$ cat src/rtl/sample_processor_p.sv
// sample_processor_p: offset-binary ADC sample -> two's complement -> selectable
// operation (bypass / moving average / saturating gain / attenuate) -> DAC offset.
// Optional feature macro: CLIP_DETECT_EN (adds clip_clr input and sticky clip output).
//
// Ports:
//   sysclk      system clock, all logic on rising edge
//   reset       synchronous active-high reset
//   data_valid  one-cycle strobe, data_in holds a new sample
//   data_in     offset-binary ADC sample
//   mode        00 bypass, 01 moving average, 10 gain, 11 attenuate
//   shift       shift amount for gain/attenuate (0..7)
//   data_out    offset-binary DAC sample, registered
//   out_valid   one-cycle strobe, data_out updated this cycle
//   clip_clr    (CLIP_DETECT_EN) clears sticky clip flag
//   clip        (CLIP_DETECT_EN) sticky flag, set when a gain result saturated
module sample_processor_p #(
  parameter int unsigned DATA_W     = 10,
  parameter int unsigned ADC_OFFSET = 385,
  parameter int unsigned DAC_OFFSET = 512,
  parameter int unsigned LOG2_TAPS  = 3
) (
  input  logic              sysclk,
  input  logic              reset,
  input  logic              data_valid,
  input  logic [DATA_W-1:0] data_in,
  input  logic [1:0]        mode,
  input  logic [2:0]        shift,
  output logic [DATA_W-1:0] data_out,
  output logic              out_valid
`ifdef CLIP_DETECT_EN
  ,
  input  logic              clip_clr,
  output logic              clip
`endif
);

  localparam int unsigned TAPS   = 2 ** LOG2_TAPS;
  localparam int unsigned SUM_W  = DATA_W + LOG2_TAPS;
  localparam int unsigned GAIN_W = DATA_W + 7;

  localparam logic signed [GAIN_W-1:0] Y_MAX = GAIN_W'((2 ** (DATA_W - 1)) - 1);
  localparam logic signed [GAIN_W-1:0] Y_MIN = GAIN_W'(-(2 ** (DATA_W - 1)));

  localparam logic [1:0] MODE_BYPASS = 2'b00;
  localparam logic [1:0] MODE_AVG    = 2'b01;
  localparam logic [1:0] MODE_GAIN   = 2'b10;
  localparam logic [1:0] MODE_ATTEN  = 2'b11;

  // Stage 1 registers: signed sample plus the mode/shift captured with it
  logic                     s1_valid;
  logic signed [DATA_W-1:0] s1_x;
  logic [1:0]               s1_mode;
  logic [2:0]               s1_shift;

  // Moving-average history
  logic signed [DATA_W-1:0] hist [TAPS];
  logic [LOG2_TAPS-1:0]     wptr;
  logic signed [SUM_W-1:0]  sum;

  logic signed [SUM_W-1:0]  sum_c;
  logic signed [GAIN_W-1:0] gain_c;
  logic                     sat_c;
  logic signed [DATA_W-1:0] y_c;

  // Stage 0: remove ADC offset (wrapping) and capture control with the sample
  always_ff @(posedge sysclk) begin
    if (reset) begin
      s1_valid <= 1'b0;
      s1_x     <= '0;
      s1_mode  <= '0;
      s1_shift <= '0;
    end else begin
      s1_valid <= data_valid;
      if (data_valid) begin
        s1_x     <= $signed(data_in - DATA_W'(ADC_OFFSET));
        s1_mode  <= mode;
        s1_shift <= shift;
      end
    end
  end

  // Running sum including the current sample; the oldest entry drops out
  always_comb begin
    sum_c = sum + SUM_W'(s1_x) - SUM_W'(hist[wptr]);
  end

  // History updates in every mode so a switch into averaging is immediately valid
  always_ff @(posedge sysclk) begin
    if (reset) begin
      for (int i = 0; i < int'(TAPS); i++) hist[i] <= '0;
      wptr <= '0;
      sum  <= '0;
    end else if (s1_valid) begin
      hist[wptr] <= s1_x;
      wptr       <= wptr + LOG2_TAPS'(1);
      sum        <= sum_c;
    end
  end

  // Operation select; gain saturates from the wide intermediate
  always_comb begin
    gain_c = GAIN_W'(s1_x) <<< s1_shift;
    sat_c  = (gain_c > Y_MAX) || (gain_c < Y_MIN);
    y_c    = s1_x;
    case (s1_mode)
      MODE_BYPASS: y_c = s1_x;
      MODE_AVG:    y_c = DATA_W'(sum_c >>> LOG2_TAPS);
      MODE_GAIN: begin
        if (gain_c > Y_MAX)      y_c = DATA_W'(Y_MAX);
        else if (gain_c < Y_MIN) y_c = DATA_W'(Y_MIN);
        else                     y_c = DATA_W'(gain_c);
      end
      MODE_ATTEN:  y_c = s1_x >>> s1_shift;
      default:     y_c = s1_x;
    endcase
  end

  // Stage 2: re-offset for the DAC; data_out holds between samples
  always_ff @(posedge sysclk) begin
    if (reset) begin
      data_out  <= DATA_W'(DAC_OFFSET);
      out_valid <= 1'b0;
    end else begin
      out_valid <= s1_valid;
      if (s1_valid) data_out <= DATA_W'(y_c) + DATA_W'(DAC_OFFSET);
    end
  end

`ifdef CLIP_DETECT_EN
  // Sticky clip flag; a new saturation wins over a simultaneous clear
  always_ff @(posedge sysclk) begin
    if (reset) begin
      clip <= 1'b0;
    end else if (s1_valid && (s1_mode == MODE_GAIN) && sat_c) begin
      clip <= 1'b1;
    end else if (clip_clr) begin
      clip <= 1'b0;
    end
  end
`endif

endmodule

$ cat config.mk
export PLATFORM = sky130hd
export DESIGN_NAME = sample_processor_p
export DESIGN_NICKNAME = d
export VERILOG_FILES = /design/src/rtl/sample_processor_p.sv
export SDC_FILE = /design/constraint.sdc
export NUM_CORES = 1
export LEC_CHECK = 0
export BUFFER_PORTS_ARGS = -buffer_cell sky130_fd_sc_hd__clkbuf_2
export CAP_MARGIN = 40
export CORE_UTILIZATION = 63
export DETAILED_ROUTE_END_ITERATION = 8
export PLACE_DENSITY = 0.84
export SYNTH_ARGS = -nofsm -noshare
export SYNTH_HDL_FRONTEND = slang
export SYNTH_SLANG_ARGS = --single-unit
$ cat constraint.sdc
create_clock -name sysclk -period 4.35 [get_ports sysclk]
set_input_delay 0.2175 -clock sysclk [delete_from_list [all_inputs] [get_ports sysclk]]
set_output_delay 0.2175 -clock sysclk [all_outputs]
set_load 0.05 [all_outputs]
==> Word level (Yosys, flattened, before mapping) <==
Memory sizes are Yosys's and may differ from the RTL's. A register that Yosys moved wholly into a read port is not among the register bits.
Cells that the tools add are included.
{ "op_classes": {"n_addsub": 5, "multipliers": 0, "div_mod_pow": 0, "order_cmp": 2, "n_eq_ne": 3, "shift": 2, "mux": 13, "bitwise": 0, "reduce_logical": 2} }
{ "ops": {"columns": ["cell", "count"], "rows": [
  ["one-hot mux 10 bit (4 select lines)", 1],
  ["2-to-1 mux 10 bit", 3],
  ["> comparator 17 x 10 -> 1 bit, second input constant", 1],
  ["less-than comparator 17 x 10 -> 1 bit, second input constant", 1],
  ["<<< shifter 10 x 3 -> 17 bit", 1],
  ["adder 13 x 10 -> 13 bit", 1],
  ["subtractor 13 x 10 -> 13 bit", 1],
  ["adder 10 bit, second input constant", 1],
  ["OR reduction 10 bit", 1],
  [">>> shifter 10 x 3 -> 10 bit", 1],
  ["subtractor 10 x 9 -> 10 bit, second input constant", 1],
  ["2-to-1 mux 3 bit", 3],
  ["2-to-1 mux 1 bit", 6],
  ["== test 2 bit, second input constant", 2],
  ["adder 3 x 1 -> 3 bit, second input constant", 1],
  ["== test 2 x 1 -> 1 bit, second input constant", 1],
  ["zero test 2 bit", 1]
]} }
{ "totals": {"ff_bits": 43, "latch_bits": 0, "ram_bits": 80, "mem_bits_ro": 0, "input_bits": 18, "mem_count": 1} }
{ "memory_table": {"columns": ["memory", "depth", "width", "rd", "rd_ports_with_merged_regs", "write_ports", "line", "rtl"], "rows": [
  ["hist", 8, 10, 1, 1, 8, "56", "logic signed [DATA_W-1:0] hist [TAPS];"]
]} }

==> Depth between registers and ports, before layout <==
{ "depth": {"word_depth": 6, "mapped_depth": 13, "mapped_depth_nobuf": 12} }

==> Worst setup path before layout <==
Ideal clock, no wire load.
{ "synth_timing": {"path_kind": "reg-to-reg", "startpoint": "register (tool-made name)", "endpoint": "register data_out[1]", "t_arrival_ps": 3434, "t_required_ps": 4258, "setup_slack_ps": 824, "path_stages_with_launch": 13, "path_buffers": 1, "period_less_slack_ps": 3526, "path_cell_list": "dfxtp_1 > buf_2 > mux4_2 > mux2_2 > fa_1 > inv_1 > fa_1 > a21o_1 > a21oi_1 > xnor2_1 > mux2i_1 > o221a_2 > o32ai_1"} }
{ "synth_rtl": {"columns": ["item", "line", "rtl"], "rows": [
  ["end signal: assignment", "121", "data_out <= DATA_W'(DAC_OFFSET);"],
  ["end signal: assignment", "125", "if (s1_valid) data_out <= DATA_W'(y_c) + DATA_W'(DAC_OFFSET);"],
  ["end: declaration", "28", "output logic [DATA_W-1:0] data_out,"]
]} }

==> run metrics <==
worst setup margin=0.352 ns; post-CTS setup buffer count=0; Leakage=3.16 nW; grt ovf=0; first-pass GRT wire length=30,300 µm; maxcap violations=0; vias in the first global route=5,740; Die Footprint=12,400 µm²; DIE HEIGHT=111 µm; Worst-Skew Late Latency=0.42 ns; Residual DRC=2; nets=757; slew margin rel.=0.429; PortBufs=28; Final Wtd Congestion=0.887; CP Data Required Time=4.67 ns; CTS Sinks=126; Area Overhead vs Synth=10.4%; Worst setup SP type=register; Worst setup EP type=register; GR Util met2=0.520; I/O Pins=29; # setup viols final=0; WL/cell=21.9 µm; pwr dens=465 nW/µm²; synth warn=0; number of diodes=0; H-tree levels=4; Clock Tree Root=clkbuf_16; Initial Utilization=0.653; post-synthesis net count=747; vias per inst=6.52; count of routing violations after the opening detailed-route iteration=591; Via Count=5,651; antenna violations before repair=0; failing checks=design-rule violations; Cell Rows=39; GR Util met3=0.0749; Max Fanout on Critical Path=14; remaining antenna violation count=0; worst vdd ir=0.250 mV; Max Freq=250 MHz; DRT Pass-1 Iters=7; fillcell total=783; Synth cell types=64; GR peak layer=met2; Resized Gates After CTS=0; HPWL Detailed=12,400 µm; Max Clock Skew=0.0102 ns; CTS tree=built; worst hold margin=0.0145 ns; ys async rst share=0; Final Hold Vio Count=0; Worst Hold Depth=2; area of the mapped netlist=7520 µm²; dpl ws=0.446 ns; worst setup path category=reg -> reg; grt met1 use=0.432; clock edge transition at the registers on the reported setup and hold paths=0.05 ns; hold_buf cts=0; share of post-route cells with drive strength above 1=0.188; Final Cycle Share=0.919; synthesized area per cell=10.7 µm²; pins over their slew limit=0; Synth Instances=701; Die W=111 µm; WP data arrival=4.32 ns; TritonCTS buffer count=17; largest net degree at the start of global routing=46; final wirelength=19,000 µm; sequential share of the synthesized area=0.442; GRT Overall Usage=0.326; Post-synth EDFFs=80; outcome=complete, but fails checks; Primary FF master, synth=edfxtp_1; cell depth of the worst flop-to-flop path=11; Worst Tran Pin Value=0.855 ns; Tmin final=4.00 ns; CTS Buffer Depth=2; TNS Setup=0 ns; register bit count reported by yosys=126; min-delay worst type=in -> reg; core box area=11,500 µm²; RSZ-0062 raised after global routing=false
power by group:
group	total [mW]	leakage [nW]	switching [mW]	internal (mW)
logic	1.12	1.68	0.677	0.439
registers	1.41	1.21	0.0572	1.35
clock network	1.34	0.273	0.506	0.832
total	3.86	3.16	1.24	2.62
Yosys cell counts (all sizes together), types with 3 or more instances:
cell,n,share of area
a2111oi,3,0.0035
a211oi,19,0.019
a21o,5,0.0050
a21oi,19,0.014
a221oi,3,0.0035
a31oi,7,0.0058
and2,49,0.041
buf,23,0.017
clkbuf,37,0.019
dfxtp,46,0.12
edfxtp,80,0.32
fa,12,0.032
ha,16,0.027
inv,49,0.024
mux2,12,0.018
mux2i,44,0.059
mux4,25,0.075
nand2,29,0.014
nand2b,4,0.0033
nand3,6,0.0040
nor2,55,0.027
nor2b,7,0.0058
nor3,19,0.013
nor3b,4,0.0047
nor4,29,0.024
o211ai,10,0.011
o21a,3,0.0030
o21ai,23,0.015
o31ai,3,0.0048
or2,11,0.0091
xnor2,15,0.017
xor2,7,0.0082
cell type report:
type,count,area (µm²),area share
well taps,143,179,0.0215
flip-flops and latches,126,3320,0.400
clock buffers,22,444,0.0535
inverters,51,191,0.0231
multi-input cells,464,3740,0.450
clock inverters,10,98.8,0.0119
repair buffers,51,328,0.0395
placed cells by master (no fill, tap or decap), types with 3 or more instances in the layout:
| cell | instances |
|---|---|
| edfxtp_1 | 80 |
| nor2_1 | 55 |
| and2_1 | 49 |
| inv_1 | 48 |
| dfxtp_1 | 46 |
| mux2i_1 | 44 |
| nand2_1 | 29 |
| nor4_1 | 29 |
| clkbuf_2 | 28 |
| mux4_2 | 24 |
| buf_4 | 21 |
| nor3_1 | 19 |
| a211oi_1 | 19 |
| o21ai_0 | 19 |
| clkbuf_16 | 17 |
| a21oi_1 | 16 |
| ha_1 | 16 |
| xnor2_1 | 15 |
| mux2_2 | 12 |
| fa_1 | 12 |
| or2_2 | 11 |
| o211ai_1 | 9 |
| a31oi_1 | 7 |
| nor2b_1 | 7 |
| xor2_1 | 7 |
| clkinv_2 | 7 |
| nand3_1 | 6 |
| a21o_1 | 5 |
| clkbuf_1 | 5 |
| nand2b_1 | 4 |
| o21ai_1 | 4 |
| clkinv_1 | 3 |
| nor3b_1 | 3 |
| a21oi_2 | 3 |
| a2111oi_0 | 3 |
| a221oi_1 | 3 |
| o21a_1 | 3 |
stage by stage:
step | utilization | area, µm² | total power [mW] | std cells
6_report | 0.721 | 8300 | 3.86 | 867
5_1_grt | 0.721 | 8300 | 4.03 | 867
4_1_cts | 0.721 | 8300 | 3.85 | 867
3_5_place_dp | 0.674 | 7760 | 2.50 | 835
3_3_place_gp | 0.673 | 7750 | 2.48 | 834
2_1_floorplan | - | 7520 | 2.25 | 701
critical path: stages (launching register included):
cell and delay (ns):
dfxtp_1 0.79, mux4_2 0.45, mux2_2 0.30, fa_1 0.48
inv_1 0.07, fa_1 0.49, a21o_1 0.20, a21oi_1 0.20
xnor2_1 0.20, mux2i_1 0.14, o221a_2 0.31, o32ai_1 0.27
final timing paths:
check	startpoint	to	slack (ns)
setup / recovery	register	data_out[1]	0.35
hold reg to reg	sum[12]	sum[12]	0.47
hold / removal	data_in[0]	s1_x[0]	0.01
setup reg to reg	register	data_out[1]	0.35
cells by family after synthesis:
logic type	count (synthesis)	share of synthesized area
simple gates	217	0.150
xor+xnor	22	0.0256
buf+inv	111	0.0610
mux	81	0.152
compound gates	116	0.111
fa+ha+maj	28	0.0585
flops	126	0.442
routing by layer:
metal	routed length, µm	part of all wire
met5	0	0
met2	8950	0.47
met3	1830	0.097
met1	7610	0.40
met4	558	0.029
flip-flops by register name, summed over array words and instances (netlist names), 2 cells and up, named ones only:
register,flops
wptr,3
data_out,10
hist,80
s1_shift,3
s1_x,10
sum,13
s1_mode,2
(Power assumes the default switching activity.)
